$ cat config.mk
export PLATFORM = sky130hd
export DESIGN_NAME = lane_obstacle_engine
export DESIGN_NICKNAME = d
export VERILOG_FILES = /design/src/rtl/lane_obstacle_engine.sv
export SDC_FILE = /design/constraint.sdc
export NUM_CORES = 1
export LEC_CHECK = 0
export BUFFER_PORTS_ARGS = -buffer_cell sky130_fd_sc_hd__buf_2
export CORE_ASPECT_RATIO = 0.5
export CORE_MARGIN = 2
export CORE_UTILIZATION = 50
export DETAILED_ROUTE_END_ITERATION = 8
export PLACE_DENSITY = 0.69
export SLEW_MARGIN = 10
export SYNTH_ARGS = -nofsm -noshare
export SYNTH_HDL_FRONTEND = slang
export SYNTH_SLANG_ARGS = --single-unit
$ cat constraint.sdc
create_clock -name clock -period 7.8 [get_ports clock]
set_input_delay 1.17 -clock clock [delete_from_list [all_inputs] [get_ports clock]]
set_output_delay 1.17 -clock clock [all_outputs]
set_load 0.02 [all_outputs]
$ cat src/rtl/lane_obstacle_engine.sv
// lane_obstacle_engine: multi-lane obstacle animator for the frogger VGA display.
// Each lane holds one horizontally moving obstacle that wraps at the screen edge.
// Produces a registered pixel colour for the vga_driver's next_x/next_y and a
// registered frog-collision flag.
// Optional build macro OBSTACLE_PAIR_EN adds a second obstacle per lane, placed
// half a screen away from the first.
module lane_obstacle_engine #(
  parameter int NUM_LANES = 4,
  parameter int SCREEN_W  = 640,
  parameter int LANE_Y0   = 48,
  parameter int LANE_H    = 48,
  parameter int OBJ_W     = 32,
  parameter int FROG_W    = 32,
  parameter int STEP_PX   = 32,
  parameter int TICK_DIV  = 50000000,
  parameter logic [7:0] OBJ_COLOR  = 8'b00011100,
  parameter logic [7:0] LANE_COLOR = 8'b01001001,
  parameter logic [7:0] BG_COLOR   = 8'b00000000
) (
  input  logic                   clock,
  input  logic                   reset,
  input  logic                   pause,
  input  logic [NUM_LANES-1:0]   lane_en,
  input  logic [NUM_LANES-1:0]   lane_dir,
  input  logic [4*NUM_LANES-1:0] lane_period,
  input  logic [9:0]             next_x,
  input  logic [9:0]             next_y,
  input  logic [9:0]             frog_x,
  input  logic [2:0]             frog_lane,
  input  logic                   frog_valid,
  output logic [7:0]             color_out,
  output logic                   collide,
  output logic [NUM_LANES-1:0]   step_pulse
);

  localparam int TW = (TICK_DIV > 1) ? $clog2(TICK_DIV) : 1;
  localparam logic [TW-1:0] TICK_LAST = TW'(TICK_DIV - 1);
  localparam logic [10:0] SW = 11'(SCREEN_W);
  localparam logic [10:0] ST = 11'(STEP_PX);
  localparam logic [10:0] OW = 11'(OBJ_W);
  localparam logic [10:0] FW = 11'(FROG_W);

  // True when a lies in the circular interval [start, start+width) modulo SCREEN_W.
  function automatic logic in_span(input logic [10:0] a, input logic [10:0] start,
                                   input logic [10:0] width);
    logic [10:0] d;
    d = (a >= start) ? (a - start) : (a + SW - start);
    return d < width;
  endfunction

  logic [TW-1:0]        tick_cnt;
  logic                 base_tick;
  logic [NUM_LANES-1:0] en_q;
  logic [NUM_LANES-1:0] in_band;
  logic [NUM_LANES-1:0] obj_hit;
  logic [NUM_LANES-1:0] frog_hit;
  logic [NUM_LANES-1:0] lane_step;
  logic [10:0]          x_w;
  logic [10:0]          fx_w;
  logic [7:0]           color_next;

  assign x_w  = {1'b0, next_x};
  assign fx_w = {1'b0, frog_x};

  // Pause both freezes the divider and masks the tick it would have produced.
  assign base_tick = !pause && (tick_cnt == TICK_LAST);

  // Base tick divider: counts 0..TICK_DIV-1, holds while paused.
  always_ff @(posedge clock or negedge reset) begin
    if (!reset) begin
      tick_cnt <= '0;
    end else if (!pause) begin
      tick_cnt <= base_tick ? '0 : tick_cnt + TW'(1);
    end
  end

  // Previous-cycle enables so a lane switched on during a tick cycle skips that tick.
  always_ff @(posedge clock or negedge reset) begin
    if (!reset) en_q <= '0;
    else        en_q <= lane_en;
  end

  for (genvar gi = 0; gi < NUM_LANES; gi++) begin : g_lane
    logic [9:0]  pos;
    logic [3:0]  step_cnt;
    logic [3:0]  period;
    logic [10:0] pos_w;
    logic [10:0] pos_fwd;
    logic [10:0] pos_next;
    logic        lane_tick;
    logic        x_hit;
    logic        f_hit;

    assign period    = lane_period[4*gi +: 4];
    assign pos_w     = {1'b0, pos};
    assign pos_fwd   = pos_w + ST;
    assign pos_next  = lane_dir[gi] ? ((pos_w < ST) ? (pos_w + SW - ST) : (pos_w - ST))
                                    : ((pos_fwd >= SW) ? (pos_fwd - SW) : pos_fwd);
    assign lane_tick = base_tick && lane_en[gi] && en_q[gi];
    assign lane_step[gi] = lane_tick && (step_cnt >= period);

    // Per-lane step counter and position; moves once every (period+1) base ticks.
    always_ff @(posedge clock or negedge reset) begin
      if (!reset) begin
        pos      <= '0;
        step_cnt <= '0;
      end else if (lane_tick) begin
        if (step_cnt >= period) begin
          step_cnt <= '0;
          pos      <= pos_next[9:0];
        end else begin
          step_cnt <= step_cnt + 4'd1;
        end
      end
    end

`ifdef OBSTACLE_PAIR_EN
    localparam logic [10:0] HALF = 11'(SCREEN_W / 2);
    logic [10:0] pos_b_sum;
    logic [10:0] pos_b;
    assign pos_b_sum = pos_w + HALF;
    assign pos_b     = (pos_b_sum >= SW) ? (pos_b_sum - SW) : pos_b_sum;
    assign x_hit = in_span(x_w, pos_w, OW) || in_span(x_w, pos_b, OW);
    assign f_hit = in_span(pos_w, fx_w, FW) || in_span(fx_w, pos_w, OW) ||
                   in_span(pos_b, fx_w, FW) || in_span(fx_w, pos_b, OW);
`else
    assign x_hit = in_span(x_w, pos_w, OW);
    // Two circular intervals overlap iff either start lies inside the other.
    assign f_hit = in_span(pos_w, fx_w, FW) || in_span(fx_w, pos_w, OW);
`endif

    assign in_band[gi]  = ({1'b0, next_y} >= 11'(LANE_Y0 + gi * LANE_H)) &&
                          ({1'b0, next_y} <  11'(LANE_Y0 + (gi + 1) * LANE_H));
    assign obj_hit[gi]  = in_band[gi] && lane_en[gi] && x_hit;
    assign frog_hit[gi] = (frog_lane == 3'(gi)) && lane_en[gi] && f_hit;
  end

  // Pixel colour priority: obstacle over lane background over screen background.
  always_comb begin
    color_next = BG_COLOR;
    if (x_w < SW) begin
      if (|obj_hit)      color_next = OBJ_COLOR;
      else if (|in_band) color_next = LANE_COLOR;
    end
  end

  // Output registers: one-cycle latency for colour, collision and step pulses.
  always_ff @(posedge clock or negedge reset) begin
    if (!reset) begin
      color_out  <= BG_COLOR;
      collide    <= 1'b0;
      step_pulse <= '0;
    end else begin
      color_out  <= color_next;
      collide    <= frog_valid && (|frog_hit);
      step_pulse <= lane_step;
    end
  end

endmodule

# Word-level counts from Yosys, hierarchy flattened

Cells that the tools add are included.

Flip-flop bits (word level): 99
Latch bits: 0
Memory bits (writable): 0
Memory bits (read-only): 0
Input bits: 61
Output and inout bits: 13
Memories: 0

$add $sub $neg: 51
Multipliers: 0
Divide/modulo/power cells: 0
Order comparisons: 45
Eq/ne operators: 4
Shift-type cells: 0
Multiplexer cells: 32
Bitwise gates (word level): 0
Reduce and logical (&&, ||, !) cells: 47

Operators with widths:

| operator                                                                              | number |
|---|---|
| 11-bit by 6-bit < comparator with 1-bit output, second input constant                 | 12 |
| 11-bit 2-to-1 mux                                                                     | 12 |
| 10-bit by 10-bit subtractor with 11-bit output                                        | 12 |
| 11-bit by 10-bit subtractor with 11-bit output                                        | 12 |
| 10-bit greater-or-equal comparator                                                    | 12 |
| 10-bit 2-to-1 mux                                                                     | 12 |
| 10-bit by 6-bit subtractor with 10-bit output, second input constant                  | 8 |
| 10-bit by 10-bit adder with 11-bit output, second input constant                      | 6 |
| 10-bit by 6-bit adder with 11-bit output, second input constant                       | 4 |
| 11-bit by 10-bit greater-or-equal comparator with 1-bit output, second input constant | 4 |
| 10-bit by 6-bit < comparator with 1-bit output, second input constant                 | 4 |
| 10-bit subtractor, second input constant                                              | 4 |
| 1-bit logical AND                                                                     | 34 |
| 10-bit by 8-bit < comparator with 1-bit output, second input constant                 | 3 |
| 26-bit by 1-bit adder with 26-bit output, second input constant                       | 1 |
| 26-bit == test, second input constant                                                 | 1 |
| 26-bit 2-to-1 mux                                                                     | 1 |
| 7-bit 2-to-1 mux                                                                      | 3 |
| 10-bit by 8-bit greater-or-equal comparator with 1-bit output, second input constant  | 2 |
| 4-bit by 1-bit adder with 4-bit output, second input constant                         | 4 |
| 4-bit greater-or-equal comparator                                                     | 4 |
| 4-bit 2-to-1 mux                                                                      | 4 |
| 4-bit OR reduction                                                                    | 3 |
| 10-bit by 6-bit greater-or-equal comparator with 1-bit output, second input constant  | 1 |
| 9 further kinds                                                                       | 16 |

# Logic depth before layout (Yosys ltp)

Gate-level depths: netlist of run 1.

Word-level depth: 8
Mapped depth: 13
Depth with buffers taken out: 12

# Worst setup path after synthesis of run 1

OpenSTA, ideal clock, no wires.

Kind: input port to flip-flop
Start point: input frog_x[6]
End point: register collide
Data arrival time: 3.211 ns
Data required time: 7.657 ns
Path slack: 4.446 ns
Stages on the path: 10
Path through: inv_1 ha_1 nand2b_1 nor2b_1 mux2_2 a22oi_1 a2111oi_0 o2111a_1 a2111oi_2 o2111ai_1

Cells in the longest elaborated chain, start to end: 8
Elaborated cells on any way between the ends: 51

RTL lines:

| item                                           | line | source |
|---|---|---|
| start, declared                                | 28   | `input logic [9:0] frog_x,` |
| 10-bit by 10-bit adder with 11-bit output      | 47   | `d = (a >= start) ? (a - start) : (a + SW - start);` |
| 11-bit by 10-bit subtractor with 11-bit output | 47   |  |
| 11-bit 2-to-1 mux                              | 47   |  |
| 11-bit by 6-bit < comparator with 1-bit output | 48   | `return d < width;` |
| 1-bit logical OR                               | 129  | `assign f_hit = in_span(pos_w, fx_w, FW) \|\| in_span(fx_w, pos_w, OW);` |
| 1-bit logical AND                              | 135  | `assign frog_hit[gi] = (frog_lane == 3'(gi)) && lane_en[gi] && f_hit;` |
| 4-bit OR reduction (*)                         | 155  | `collide <= frog_valid && (\|frog_hit);` |
| 1-bit logical AND (*)                          | 155  |  |
| end signal, assigned                           | 155  |  |
| end, declared                                  | 32   | `output logic collide,` |

Mark *: on every way between the ends. The rest lies on a longest branch, timed or not.
A chain may end at the register's enable or synchronous reset.

# Worst setup path after layout of run 1

Start point: input pause
End point: register g_lane[3].pos[7]

Cells in the longest elaborated chain, start to end: 5

RTL lines:

| item                            | line | source |
|---|---|---|
| start, declared                 | 22   | `input logic pause,` |
| 1-bit logical NOT               | --   |  |
| 1-bit logical AND               | 66   | `assign base_tick = !pause && (tick_cnt == TICK_LAST);` |
| 1-bit logical AND (2 in series) | 99   | `assign lane_tick = base_tick && lane_en[gi] && en_q[gi];` |
| 2-bit AND reduction (no line)   | --   |  |
| end signal, assigned            | 110  | `pos <= pos_next[9:0];` |
| end, declared                   | 84   | `logic [9:0] pos;` |

Every way passes these cells.

==> impl_metrics.py, run 1 <==
metrics = {
    "worst_setup_path": {
        "cp-end-kind": "flop",
        "path_max_fanout": 12,
        "crit_buf_inv": 2,
        "crit_slowest_cell": "nor2_1",
        "cp_cell_sequence": "buf_2, and3b_1, nand3_1, nor4_4, buf_4, nand3_2, nor2_1, nand2_1, a21oi_1, a221oi_1",
        "cpPeakStageDelay_ns": 0.79,
        "crit_arrival_ns": 4.01,
        "start_kind": "input pin",
        "path_class": "input pin to flop",
        "critPathRequiredTime_ns": 7.99,
        "cp_top_family": "simple AND/OR/NAND/NOR gates",
    },
    "grt": {
        "use_met2_pct": 40.9,
        "grt_pass1_vias": 7813,
        "antenna_found_initial": 1,
        "met3_usage_pct": 2.29,
        "grt.busiest_layer": "met2",
        "grt_first_pass_wirelength_um": 38200,
        "overflow": 0,
        "met1_usage_pct": 33.7,
        "grt_max_degree": 75,
        "grt.total_usage_pct": 24.4,
    },
    "routing": {
        "dr.pass1.iters": 6,
        "wl_per_cell_um": 16.9,
        "routed_wl_um": 23400,
        "drt-initial-drc-count": 568,
        "viasPerCell": 5.96,
        "antenna_left": 0,
        "drc": 0,
        "vias": 8248,
    },
    "pwr": {
        "p_leak_nw": 4.53,
        "power.share.combinational_pct": 22.8,
        "max-vdd-ir-drop_mv": 0.112,
        "p_clk_share_pct": 40.7,
        "internal-power_w": 0.000759,
        "swShare_pct": 32.8,
        "seqPwrFrac_pct": 36.5,
        "p_total_w": 0.00113,
        "power_density_mw_per_mm2": 116,
        "p_sw_w": 0.000370,
    },
    "sta": {
        "rsz0062_at_grt": "no",
        "tns_ns": 0,
        "min_period_ns": 3.81,
        "period_share_pct": 48.9,
        "max_freq_ghz": 0.262,
        "finalHoldViolations": 0,
        "hold_slack_ns": 0.495,
        "finalSetupViolations": 0,
        "drv_slew": 0,
        "relSlewSlack_pct": 33.2,
        "worst-slew-pin-transition_ns": 1.00,
        "finalClockSkew_ns": 0.0124,
    },
    "place": {
        "hpwl_um": 17400,
        "gp_congestion": 0.910,
        "portBuffers": 66,
    },
    "clock_network": {
        "clkSinkCount": 74,
        "cts_hold_buf": 0,
        "cts_resized": 0,
        "post_cts_buffers": 0,
        "cts.root.buffer_cell": "clkbuf_16",
        "cts_made_buffers": 9,
        "cts_buffer_depth": 2,
        "cts_tree": "built",
        "clk_latency_ns": 0.35,
        "clk_pin_slew_worst_paths_ns": 0.08,
        "cts.htree.levels": 3,
    },
    "die": {
        "coreArea_mm2": 0.0175,
        "ios": 74,
        "die_w_um": 194,
        "dieHeight_um": 98.8,
        "die_area_mm2": 0.0191,
        "start_util_pct": 51.4,
        "rows": 34,
    },
    "synth": {
        "synth-main-ff-cell": "dfrtp_1",
        "syn_area_per_cell_um2": 8.15,
        "yosys.area.top_type": "dfrtp_1",
        "yosysUniqueCellTypes": 81,
        "synthCells": 1102,
        "seq_area_frac_synth_pct": 20.6,
        "synth_edf_count": 0,
        "ys_seq_elements": 74,
        "synthTopCellsByArea": "dfrtp_1, ha_1, xnor2_1",
        "yosys.area.top_type_share_pct": 20.6,
        "yosysWarningCount": 0,
        "syn_area_mm2": 0.00898,
        "async_reset_ff_share_pct": 100,
    },
    "job": {
        "drv_cap": 0,
    },
    "final_layout": {
        "drive_above_1_share_pct": 9.66,
        "layout.nets": 1356,
        "diodes": 0,
        "synthToLayoutAreaGrowth_pct": 8.44,
    },
    "worst_hold_path": {
        "hold_class": "flop to flop",
    },
    "outcome": {
        "status": "finished clean",
    },
}
## state kept, by name, indices dropped and copies added, names as in the netlist
register	count
g_lane.pos	20
tick_cnt	26
step_pulse	4
en_q	4
g_lane.step_cnt	16
color_out	3
collide	1
## metal layers
metal	routed length [µm]	part of all wire, %
met5	0	0
met3	1170	5.0
met2	10400	45
met1	11400	49
met4	440	1.9
## metrics by stage
step | std cells | util, % | cell area, µm² | setup WS (ns)
3_3_place_gp | 1367 | 54.0 | 9430 | 3.71
4_1_cts | 1383 | 55.7 | 9740 | 4.01
6_report | 1383 | 55.7 | 9740 | 3.99
3_5_place_dp | 1367 | 54.0 | 9430 | 3.65
5_1_grt | 1383 | 55.7 | 9740 | 3.74
2_1_floorplan | 1104 | - | 8990 | 4.45
## cells by family after synthesis
family	share of synthesized area (%)
simple gates	21.3
compound gates	21.4
fa+ha+maj	21.4
buf+inv	5.10
xor+xnor	8.29
flops	20.6
mux	1.91
other cells	0.0417
## final cells by class
class                      instances  area, µm²
multi-input combinational        923       6690
inverter                          69        259
tap                              234        293
clock inverter                     7       82.6
clock buffer                       9        225
timing repair buffer              67        340
sequential                        74       1850
fill                            1624       7740
## final timing paths
path	startpoint	endpoint	slack [ns]	depth (start not counted)
setup reg to reg	tick_cnt[0]$_DFFE_PN0N_	g_lane[3].pos[7]$_DFFE_PN0P_	4.44	10
setup / recovery	pause	g_lane[3].pos[7]$_DFFE_PN0P_	3.99	10
min in group asynchronous	reset	g_lane[3].pos[7]$_DFFE_PN0P_	0.96	1
max in group asynchronous	reset	tick_cnt[11]$_DFFE_PN0N_	6.16	1
hold reg to reg	tick_cnt[15]$_DFFE_PN0N_	tick_cnt[15]$_DFFE_PN0N_	0.49	1
hold / removal	tick_cnt[15]$_DFFE_PN0N_	tick_cnt[15]$_DFFE_PN0N_	0.49	1
## Yosys cell counts (12+ instances only)
library cell	number
nor2b_1	21
nor2_1	86
ha_1	147
a21oi_1	79
and3_1	16
inv_1	68
nand3_1	43
xnor2_1	53
o31ai_1	14
o21ai_0	75
xor2_1	32
nand2_1	90
nor3_1	21
nand2b_1	21
a21o_1	20
dfrtp_1	74
nand4_1	12
nor4_1	13
clkbuf_1	23
## cell usage in the layout, fill, tap and decap left out, types with 8 or more instances in the layout
| master | netlist | layout |
|---|---|---|
| mux2_2 | 9 | 9 |
| nand2_1 | 90 | 90 |
| nand3_1 | 43 | 43 |
| o31ai_1 | 14 | 14 |
| and3_1 | 16 | 16 |
| nand2b_1 | 21 | 21 |
| o21ai_0 | 75 | 75 |
| inv_1 | 68 | 68 |
| or3_1 | 9 | 9 |
| nor2_1 | 86 | 86 |
| a31oi_1 | 8 | 8 |
| nor4_1 | 13 | 13 |
| o21a_1 | 8 | 8 |
| ha_1 | 147 | 147 |
| xnor2_1 | 53 | 53 |
| a21oi_1 | 79 | 79 |
| nor3_1 | 21 | 21 |
| nand4_1 | 12 | 12 |
| clkbuf_16 | 0 | 9 |
| buf_2 | 3 | 65 |
| nor2b_1 | 21 | 21 |
| xor2_1 | 32 | 32 |
| a21o_1 | 20 | 20 |
| dfrtp_1 | 74 | 74 |
## power by group through the flow
stage	Clock [W]	Combinational, W	Sequential (W)
6_report	0.000460	0.000257	0.000412
3_3_place_gp	0	0.000244	0.000418
2_1_floorplan	0	0.000180	0.000417
3_5_place_dp	0	0.000253	0.000419
5_1_grt	0.000479	0.000287	0.000413
4_1_cts	0.000468	0.000255	0.000411
Power figures use the tool's default switching activity.
==> run 2: changes to the inputs <==
PLACE_DENSITY = 0.71   (was 0.69)
clock period = 3.1 ns   (was 7.8 ns; I/O delays follow)
==> run 2 against run 1 <==
Via count grew 2.3%. First-iteration DRC count grew 21%. Total power increased to 2.5 times the previous value. Non-clock buffer count up 41.
==> impl_metrics.py, run 2 (same netlist as run 1, synthesis figures left out) <==
metrics = {
    "outcome": {
        "status": "finished clean",
    },
    "clock_network": {
        "clkSinkCount": 74,
        "cts_hold_buf": 0,
        "cts_made_buffers": 9,
        "cts.htree.levels": 3,
        "clk_pin_slew_worst_paths_ns": 0.08,
        "post_cts_buffers": 0,
        "cts_resized": 0,
        "clk_latency_ns": 0.35,
        "cts_tree": "built",
        "cts.root.buffer_cell": "clkbuf_16",
        "cts_buffer_depth": 2,
    },
    "die": {
        "coreArea_mm2": 0.0175,
        "die_w_um": 194,
        "start_util_pct": 51.4,
        "die_area_mm2": 0.0191,
        "dieHeight_um": 98.8,
        "ios": 74,
        "rows": 34,
    },
    "worst_setup_path": {
        "r2r-start": "g_lane[1].pos[6]$_DFFE_PN0P_",
        "path_class": "flop to flop",
        "r2r_setup_slack_ns": 0.30,
        "cp-end-kind": "flop",
        "worstRegToRegCells": 10,
        "crit_start": "g_lane[1].pos[6]$_DFFE_PN0P_",
        "path_max_fanout": 7,
        "start_kind": "flop",
        "r2r_end": "color_out[0]$_DFF_PN0_",
        "endpoint": "color_out[0]$_DFF_PN0_",
        "critPathRequiredTime_ns": 3.39,
        "crit_arrival_ns": 3.10,
    },
    "grt": {
        "antenna_found_initial": 1,
        "grt.total_usage_pct": 24.6,
        "grt_first_pass_wirelength_um": 38600,
        "overflow": 0,
        "grt_max_degree": 75,
        "grt_pass1_vias": 7914,
    },
    "routing": {
        "viasPerCell": 5.93,
        "routed_wl_um": 23400,
        "vias": 8438,
        "antenna_left": 0,
        "wl_per_cell_um": 16.4,
        "drt-initial-drc-count": 690,
        "dr.pass1.iters": 5,
        "drc": 0,
    },
    "sta": {
        "min_period_ns": 2.80,
        "finalClockSkew_ns": 0.0132,
        "period_share_pct": 90.4,
        "tns_ns": 0,
        "finalSetupViolations": 0,
        "finalHoldViolations": 0,
        "relSlewSlack_pct": 32.3,
        "worst-slew-pin-transition_ns": 1.02,
        "rsz0062_at_grt": "no",
        "drv_slew": 0,
        "max_freq_ghz": 0.357,
    },
    "final_layout": {
        "layout.nets": 1397,
        "synthToLayoutAreaGrowth_pct": 11.9,
        "mostFrequentLayoutCell": "ha_1",
        "final_cell_mix": "ha_1, nand2_1, nor2_1",
        "final_area_mm2": 0.0100,
        "diodes": 0,
        "largest_reg_flops": 26,
        "fin_cells": 1424,
        "drive_above_1_share_pct": 12.8,
        "top_regs": "tick_cnt (26), g_lane.pos (20), g_lane.step_cnt (16)",
        "fin_util_pct": 57.5,
        "fill_cells": 1571,
        "top_register": "tick_cnt",
    },
    "job": {
        "drv_cap": 0,
    },
    "place": {
        "placed_cells": 1408,
        "hpwl_um": 18000,
        "place_area_mm2": 0.00974,
        "gp_congestion": 0.925,
        "portBuffers": 66,
    },
    "pwr": {
        "p_total_w": 0.00286,
        "power_density_mw_per_mm2": 284,
        "p_leak_nw": 4.74,
        "max-vdd-ir-drop_mv": 0.259,
    },
    "worst_hold_path": {
        "hold_class": "input pin to async pin",
    },
}
-- run 2: worst max-delay path: stages, from the launching register on --
cell and delay, ns:
dfrtp_1 0.51, inv_1 0.22, fa_1 0.50, nor2b_1 0.16, o21ai_0 0.17, nand2b_1 0.12
a221o_1 0.37, nand4_1 0.09, nand4_1 0.11, a41oi_1 0.27, and3_1 0.20
-- run 2: layer usage --
metal  part of all wire [%]  global-route usage, %  routed length [µm]
met2                     45                   40.7               10500
met3                    6.1                   2.60                1420
met4                    1.8                   6.52                 422
met1                     47                   34.7               11000
met5                      0                      0                   0
-- run 2: how the worst min path moves through the flow --
stage | cells after the start | startpoint | endpoint
after floorplan | 0 | reset | collide$_DFF_PN0_
after global placement | 1 | tick_cnt[15]$_DFFE_PN0N_ | tick_cnt[15]$_DFFE_PN0N_
after detailed placement | 1 | tick_cnt[11]$_DFFE_PN0N_ | tick_cnt[11]$_DFFE_PN0N_
after CTS | 1 | reset | g_lane[1].pos[5]$_DFFE_PN0P_
after global routing | 1 | lane_en[3] | en_q[3]$_DFF_PN0_
final | 1 | reset | g_lane[3].pos[9]$_DFFE_PN0P_
-- run 2: final cells by class --
class                           count  area [µm²]  area share [%]
Clock buffer                        9         225            2.24
Inverter                           69         259            2.58
Clock inverter                      7        83.8           0.834
Multi-Input combinational cell    923        6690            66.6
Sequential cell                    74        1850            18.4
Timing Repair Buffer              108         648            6.45
Tap cell                          234         293            2.91
-- run 2: per-stage QoR --
step	setup slack (ns)	hold slack [ns]
after floorplan	0.410	0.169
after global placement	0.145	0.472
after detailed placement	0.0714	0.484
after CTS	0.338	0.319
after global routing	0.106	0.332
final	0.298	0.269
-- run 2: where the power goes --
part	internal, W	total [W]	switching (W)	leakage [nW]
clock	0.000641	0.00115	0.000509	0.149
combinational	0.000285	0.000671	0.000385	3.68
sequential	0.00100	0.00104	0.0000334	0.909
total	0.00193	0.00286	0.000927	4.74
==> run 3: changes to the inputs <==
CTS_BUF_LIST = sky130_fd_sc_hd__clkbuf_4 sky130_fd_sc_hd__clkbuf_8   (was unset)
==> run 3 against run 2 <==
Sequential share of layout area grew 0.19 points. Worst hold slack got worse by 0.028 ns. Clock power down 25%. Routed wire length shrank 0.22%. Worst setup slack improved by 0.0075 ns. Final cell count stayed put. Fmax is 0.27% higher. Combinational power is essentially flat. Via count up 0.13%. Count of clock-buffer cells in the layout unchanged. Non-clock buffer count stayed put.
==> impl_metrics.py, run 3 (same netlist as run 1, synthesis figures left out) <==
metrics = {
    "sta": {
        "finalHoldViolations": 0,
        "min_period_ns": 2.79,
        "drv_slew": 0,
        "period_share_pct": 90.1,
        "finalSetupViolations": 0,
        "finalClockSkew_ns": 0.0176,
        "max_freq_ghz": 0.358,
        "relSlewSlack_pct": 32.4,
        "worst-slew-pin-transition_ns": 1.01,
        "tns_ns": 0,
        "rsz0062_at_grt": "no",
    },
    "final_layout": {
        "final_cell_mix": "ha_1, nand2_1, nor2_1",
        "ff_latch_area_mm2": 0.00185,
        "top_register": "tick_cnt",
        "layout.nets": 1397,
        "top_regs": "tick_cnt (26), g_lane.pos (20), g_lane.step_cnt (16)",
        "mostFrequentLayoutCell": "ha_1",
        "largest_reg_flops": 26,
        "synthToLayoutAreaGrowth_pct": 10.8,
        "multiInputGateArea_mm2": 0.00669,
        "diodes": 0,
        "drive_above_1_share_pct": 12.8,
        "fill_cells": 1589,
        "final_area_mm2": 0.00995,
    },
    "grt": {
        "antenna_found_initial": 0,
        "grt_first_pass_wirelength_um": 38400,
        "grt_pass1_vias": 7916,
        "overflow": 0,
        "grt.total_usage_pct": 24.5,
        "grt_max_degree": 75,
    },
    "place": {
        "place_area_mm2": 0.00974,
        "hpwl_um": 18000,
        "portBuffers": 66,
        "gp_congestion": 0.925,
    },
    "worst_setup_path": {
        "cp-end-kind": "flop",
        "path_class": "flop to flop",
        "crit_slowest_cell": "dfrtp_1",
        "cpPeakStageDelay_ns": 0.51,
        "crit_start": "g_lane[0].pos[6]$_DFFE_PN0P_",
        "r2r_end": "color_out[0]$_DFF_PN0_",
        "crit_arrival_ns": 3.12,
        "start_kind": "flop",
        "cp_cell_sequence": "inv_1, fa_1, nor2b_1, o21ai_0, nand2b_1, mux2_2, a32oi_1, nand4_1, a41oi_1, and3_1",
        "critPathRequiredTime_ns": 3.43,
        "worstRegToRegCells": 10,
        "r2r_setup_slack_ns": 0.31,
        "r2r-start": "g_lane[0].pos[6]$_DFFE_PN0P_",
        "cp_top_family": "compound AO/OA/AOI/OAI gates",
        "crit_buf_inv": 1,
        "path_max_fanout": 8,
    },
    "clock_network": {
        "clk_latency_ns": 0.38,
        "clk_pin_slew_worst_paths_ns": 0.11,
        "post_cts_buffers": 0,
        "clkSinkCount": 74,
        "cts.root.buffer_cell": "clkbuf_8",
        "cts_made_buffers": 9,
        "cts_tree": "built",
        "cts_buffer_depth": 2,
        "cts_resized": 0,
        "cts_hold_buf": 0,
        "cts.htree.levels": 3,
    },
    "die": {
        "die_area_mm2": 0.0191,
        "dieHeight_um": 98.8,
        "coreArea_mm2": 0.0175,
        "rows": 34,
        "die_w_um": 194,
        "start_util_pct": 51.4,
        "ios": 74,
    },
    "routing": {
        "wl_per_cell_um": 16.4,
        "routed_wl_um": 23300,
        "drt-initial-drc-count": 653,
        "drc": 0,
        "antenna_left": 0,
        "vias": 8449,
        "dr.pass1.iters": 6,
        "viasPerCell": 5.93,
    },
    "pwr": {
        "power.share.combinational_pct": 26.1,
        "seqPwrFrac_pct": 40.3,
        "internal-power_w": 0.00168,
        "p_clk_share_pct": 33.6,
        "p_sw_w": 0.000891,
        "max-vdd-ir-drop_mv": 0.161,
        "swShare_pct": 34.7,
        "p_leak_nw": 4.69,
        "power_density_mw_per_mm2": 258,
    },
    "outcome": {
        "status": "finished clean",
    },
    "job": {
        "drv_cap": 0,
    },
    "worst_hold_path": {
        "hold_class": "input pin to async pin",
    },
}
[run 3: cell count changes in the layout (fill, tap and decap cells not counted)]
cell       delta
clkbuf_16     -9
clkbuf_8      +9
[run 3: metrics by stage]
stage                     total power, W  setup slack (ns)  std cells  util [%]  hold WS, ns
final                            0.00257             0.306       1424      56.9        0.241
after global routing             0.00270            0.0989       1424      56.9        0.292
after CTS                        0.00257             0.335       1424      56.9        0.279
after detailed placement         0.00171            0.0714       1408      55.7        0.484
after global placement           0.00169             0.145       1408      55.7        0.472
after floorplan                  0.00150             0.410       1104         -        0.169
[run 3: worst register-to-register path: stages, from the launching register on]
cell and delay [ns]:
dfrtp_1 0.51, inv_1 0.22, fa_1 0.51, nor2b_1 0.17
o21ai_0 0.16, nand2b_1 0.10, mux2_2 0.28, a32oi_1 0.22
nand4_1 0.13, a41oi_1 0.26, and3_1 0.19
[run 3: cell type report]
type	count	share of cell area [%]
multi-input combinational	923	67.2
inverter	69	2.60
clock inverter	7	0.843
timing repair buffer	108	6.51
clock buffer	9	1.25
tap	234	2.94
sequential	74	18.6
[run 3: how the worst max path moves through the flow]
stage                                         to  slack (ns)  depth (start not counted)
after floorplan                collide$_DFF_PN0_        0.41                         10
after global placement    color_out[0]$_DFF_PN0_        0.14                         13
after detailed placement  color_out[0]$_DFF_PN0_        0.07                         13
after CTS                 color_out[0]$_DFF_PN0_        0.33                         10
after global routing      color_out[0]$_DFF_PN0_         0.1                         10
final                     color_out[0]$_DFF_PN0_        0.31                         10
[run 3: per-layer routing]
| layer | GRT usage (%) | share of wire (%) |
|---|---|---|
| met5 | 0 | 0 |
| met4 | 6.69 | 2.0 |
| met3 | 2.50 | 5.9 |
| met2 | 40.4 | 44 |
| met1 | 34.4 | 48 |
[run 3: power groups by stage]
stage	clock (W)	combinational [W]	sequential, W
after global routing	0.000916	0.000746	0.00104
after floorplan	0	0.000454	0.00105
after detailed placement	0	0.000657	0.00105
after global placement	0	0.000636	0.00105
final	0.000862	0.000670	0.00103
after CTS	0.000878	0.000662	0.00103
